### src/rtl/sram_controller.sv
// sram_controller: multi-cycle bridge between the MEM stage and a 16-bit off-chip SRAM.
// Each 32-bit access is split into a low half-word phase followed by a high half-word
// phase, each holding the bus for PHASE_CYCLES cycles. ready drops for the whole
// transaction so the pipeline freezes until the access completes.
//
// Ports:
//   clk, rst          clock and asynchronous active-high reset
//   wr_en, rd_en      store / load request from MEM (write wins if both are high)
//   address           word-aligned byte address
//   write_data        store data
//   read_data         last loaded word (held across writes)
//   ready             no transaction outstanding, or one is completing
//   sram_addr         half-word address
//   sram_dq_out/oe    write data and its tri-state enable
//   sram_dq_in        read data from the SRAM
//   sram_*_n          active-low SRAM strobes
module sram_controller #(
  parameter int unsigned PHASE_CYCLES = 2,
  parameter logic [31:0] DATA_BASE    = 32'd1024
) (
  input  logic        clk,
  input  logic        rst,
  input  logic        wr_en,
  input  logic        rd_en,
  input  logic [31:0] address,
  input  logic [31:0] write_data,
  output logic [31:0] read_data,
  output logic        ready,
  output logic [17:0] sram_addr,
  output logic [15:0] sram_dq_out,
  output logic        sram_dq_oe,
  input  logic [15:0] sram_dq_in,
  output logic        sram_ce_n,
  output logic        sram_oe_n,
  output logic        sram_we_n,
  output logic        sram_ub_n,
  output logic        sram_lb_n
);

  localparam int unsigned CW = (PHASE_CYCLES > 1) ? $clog2(PHASE_CYCLES) : 1;
  localparam logic [CW-1:0] LAST = CW'(PHASE_CYCLES - 1);

  localparam logic [1:0] IDLE = 2'd0;
  localparam logic [1:0] LOW  = 2'd1;
  localparam logic [1:0] HIGH = 2'd2;
  localparam logic [1:0] DONE = 2'd3;

  logic [1:0]    state_q, state_d;
  logic [CW-1:0] cnt_q, cnt_d;
  logic          op_wr_q;
  logic [31:0]   addr_q;
  logic [31:0]   wdata_q;

  logic          req;
  logic          busy;
  logic          phase_end;
  logic [31:0]   offset;
  logic          unused_offset_bits;

  assign req       = wr_en | rd_en;
  assign busy      = (state_q == LOW) || (state_q == HIGH);
  assign phase_end = (cnt_q == LAST);

  // Subtraction wraps modulo 2^32; only the half-word index bits reach the bus.
  assign offset             = addr_q - DATA_BASE;
  assign unused_offset_bits = ^{offset[31:19], offset[1:0]};

  always_comb begin
    state_d = state_q;
    cnt_d   = cnt_q;
    case (state_q)
      IDLE: begin
        if (req) begin
          state_d = LOW;
          cnt_d   = '0;
        end
      end
      LOW: begin
        if (phase_end) begin
          state_d = HIGH;
          cnt_d   = '0;
        end else begin
          cnt_d = cnt_q + CW'(1);
        end
      end
      HIGH: begin
        if (phase_end) begin
          state_d = DONE;
          cnt_d   = '0;
        end else begin
          cnt_d = cnt_q + CW'(1);
        end
      end
      default: state_d = IDLE;  // DONE: requests here belong to the retiring instruction
    endcase
  end

  always_ff @(posedge clk or posedge rst) begin
    if (rst) begin
      state_q   <= IDLE;
      cnt_q     <= '0;
      op_wr_q   <= 1'b0;
      addr_q    <= '0;
      wdata_q   <= '0;
      read_data <= '0;
    end else begin
      state_q <= state_d;
      cnt_q   <= cnt_d;
      if (state_q == IDLE && req) begin
        op_wr_q <= wr_en;
        addr_q  <= address;
        wdata_q <= write_data;
      end
      // Sample the SRAM on the final cycle of each read phase.
      if (!op_wr_q && phase_end) begin
        if (state_q == LOW)  read_data[15:0]  <= sram_dq_in;
        if (state_q == HIGH) read_data[31:16] <= sram_dq_in;
      end
    end
  end

  always_comb begin
    sram_addr   = '0;
    sram_dq_out = '0;
    sram_dq_oe  = 1'b0;
    sram_ce_n   = 1'b1;
    sram_oe_n   = 1'b1;
    sram_we_n   = 1'b1;
    sram_ub_n   = 1'b1;
    sram_lb_n   = 1'b1;
    if (busy) begin
      sram_ce_n = 1'b0;
      sram_ub_n = 1'b0;
      sram_lb_n = 1'b0;
      sram_addr = {offset[18:2], (state_q == HIGH)};
      if (op_wr_q) begin
        sram_dq_oe  = 1'b1;
        sram_we_n   = 1'b0;
        sram_dq_out = (state_q == HIGH) ? wdata_q[31:16] : wdata_q[15:0];
      end else begin
        sram_oe_n = 1'b0;
      end
    end
  end

  // Combinational so a request arriving in IDLE stalls the pipeline that same cycle.
  assign ready = ((state_q == IDLE) && !req) || (state_q == DONE);

endmodule
### config.mk
export PLATFORM = sky130hd
export DESIGN_NAME = sram_controller
export DESIGN_NICKNAME = d
export VERILOG_FILES = /design/src/rtl/sram_controller.sv
export SDC_FILE = /design/constraint.sdc
export NUM_CORES = 1
export LEC_CHECK = 0
export ABC_AREA = 1
export CELL_PAD_IN_SITES_DETAIL_PLACEMENT = 0
export CELL_PAD_IN_SITES_GLOBAL_PLACEMENT = 1
export CORE_MARGIN = 5
export CORE_UTILIZATION = 33
export DETAILED_ROUTE_END_ITERATION = 10
export GPL_ROUTABILITY_DRIVEN = 1
export PLACE_DENSITY_LB_ADDON = 0.1
export SLEW_MARGIN = 20
export SYNTH_ARGS = -nofsm -noshare
export SYNTH_HDL_FRONTEND = slang
export SYNTH_SLANG_ARGS = --single-unit
### constraint.sdc
create_clock -name clk -period 4.75 [get_ports clk]
set_clock_uncertainty 0.1 [all_clocks]
set_input_delay 0.95 -clock clk [delete_from_list [all_inputs] [get_ports clk]]
set_output_delay 0.95 -clock clk [all_outputs]
set_load 0.02 [all_outputs]
==> impl_metrics.yaml <==
run_status:
  outcome: "finished clean"
power:
  swShare_pct: 41.6
  p_int_mw: 2.61
  power_mw: 4.47
  p_comb_share_pct: 54.3
  seqPwrFrac_pct: 28.8
  pwr-share-clk_pct: 16.9
  p_leak_nw: 2.80
  netSwitchingPower_mw: 1.86
  power_density_nw_per_um2: 786
  ir_drop_mv: 0.378
critical_path:
  cp-start-kind: "flop"
  crit_type: "flop to primary output"
  cp-end-kind: "primary output"
  crit_required_ns: 3.70
  path_cells: "inv_1 -> ha_1 -> buf_4 -> nor2_1 -> nor3_1 -> clkdlybuf4s50_1"
  critical_path_arrival_ns: 2.48
  crit_fanout: 13
  cp_slowest_cell: "clkdlybuf4s50_1"
  max_stage_delay_ns: 0.65
clocking:
  ctsResizeCount: 0
  numCtsBuffers: 9
  clockRootBuffer: "clkbuf_16"
  htree_levels: 3
  cts.reportedPaths.clkPinSlew_ns: 0.06
  cts.sinks: 85
  cts-hold-fix-buffers: 0
  clock_latency_ns: 0.33
  post-cts-setup-buffers: 0
  clockBufferDepth: 2
  cts_tree: "done"
layout:
  num_antenna_cells: 0
  stdcell_count: 755
  mostFrequentLayoutCells: "clkdlybuf4s50_1, nand2_1, dfrtp_1"
  syn_to_final_growth_pct: 46.5
  mostFrequentLayoutCell: "clkdlybuf4s50_1"
  layout.nets: 696
  drive_gt1_share_pct: 4.74
  final_util_pct: 49.6
  fin_area_um2: 5690
routing:
  dr.pass1.iters: 4
  routedWlPerCell_um: 13.4
  via_per_inst: 4.37
  drtAntennaViolNets: 0
  wirelength_um: 10200
  num_vias: 3302
  drt_iter0_drc: 155
  drc_errors: 0
grt:
  grt_overflow: 0
  grt.total_usage_pct: 14.8
  antenna_found_initial: 0
  grt_pass1_vias: 3460
  grt_pass1_wl_um: 17100
  grt_max_degree: 59
worst_hold_path:
  min_path_type: "flop to flop"
sta:
  tns_ns: 0
  tightest_slew_ns: 0.996
  rsz0062_at_grt: "no"
  slew_viol_final: 0
  holdWs_ns: 0.380
  finalHoldViolations: 0
  finalCritPeriodShare_pct: 74.4
  fin_ws_ns: 1.22
  setup_viol: 0
  period_needed_ns: 3.53
  relSlewSlack_pct: 33.4
  fmax_mhz: 283
job:
  cap_violations: 0
yosys:
  netlist-cell-type-count: 22
  ys_ff_latch: 85
  ys_seq_area_share_pct: 54.8
  synthesis.area_um2: 3880
  yosysWarnings: 0
  syn_inst: 475
  synth_nets: 564
  syn_avg_cell_area_um2: 8.18
floorplanning:
  start_util_pct: 33.9
  core_area_um2: 11500
  rows: 39
  dieWidth_um: 118
  ios: 157
  die-area_um2: 14000
  die_h_um: 118
placed_design:
  dp_slack_ns: 1.36
  gp_congestion: 0.753
  dp.cells: 739
  dpl_cell_area_um2: 5370
  hpwl_um: 7290
  io_buffers: 141
-- cell usage after synthesis --
cell type,number,area [um2]
nand2_2,1,6.26
buf_4,9,67.6
nand3_2,2,20.0
dfrtp_1,85,2130
ha_1,5,62.6
clkbuf_4,1,7.51
buf_2,11,55.1
nor3_2,1,10.0
nor2_1,56,210
o21ai_2,1,8.76
o21a_1,1,7.51
inv_1,82,308
clkbuf_1,1,3.75
buf_6,3,33.8
nor3_1,15,75.1
inv_2,1,3.75
nand3_1,5,25.0
o21ai_0,59,295
nand2_1,100,375
o21ai_1,22,110
a21oi_1,13,65.1
or2_2,1,6.26
-- power by group through the flow --
stage | sequential, mW | clock, mW | combinational, mW
finish | 1.29 | 0.755 | 2.43
global route | 1.33 | 0.807 | 2.70
CTS | 1.29 | 0.777 | 2.48
detailed placement | 1.30 | 0 | 2.47
global placement | 1.28 | 0 | 2.45
floorplan | 1.44 | 0 | 1.29
-- worst max-delay path: cells and delay by family (launching register included) --
kind	cells	cell delay (ns)
buf+inv	3	1.05
flops	1	0.41
simple gates	2	0.27
fa+ha+maj	1	0.42
-- state kept, by name, summed over array words and instances (netlist names) --
register / flops
state_q: 2
wdata_q: 32
read_data: 32
addr_q: 17
cnt_q: 1
op_wr_q: 1
-- cell families after synthesis --
logic type | synth area share [%]
simple gates | 18.8
buf+inv | 12.3
compound gates | 12.5
flops | 54.8
fa+ha+maj | 1.61
-- per-layer routing --
metal  track usage (%)  vias to the layer above  part of all wire (%)
met5                 0                        -                     0
met4              5.53                        0                   1.5
met3              4.15                        9                   5.5
met2              23.5                       85                    46
met1              19.2                     1487                    47
li1                  -                     1721                     -
-- final timing paths --
check | startpoint | end | slack, ns | cells after the start
setup reg to reg | state_q[0] | read_data[17] | 2.45 | 5
hold / removal | addr_q[2] | addr_q[2] | 0.38 | 2
setup / recovery | state_q[0] | sram_dq_out[1] | 1.22 | 6
min in group asynchronous | rst | read_data[14] | 0.88 | 2
hold reg to reg | addr_q[2] | addr_q[2] | 0.38 | 2
max in group asynchronous | rst | addr_q[12] | 2.91 | 3
-- layout make-up --
type                    instances  area [um2]
well taps                     143         179
clock buffers                  10         239
fillers                      1144        5780
inverters                      83         313
clock inverters                 6        86.3
flip-flops and latches         85        2130
multi-input cells             282        1280
repair buffers                146        1460
No activity file was read; power rests on OpenSTA's default activity.
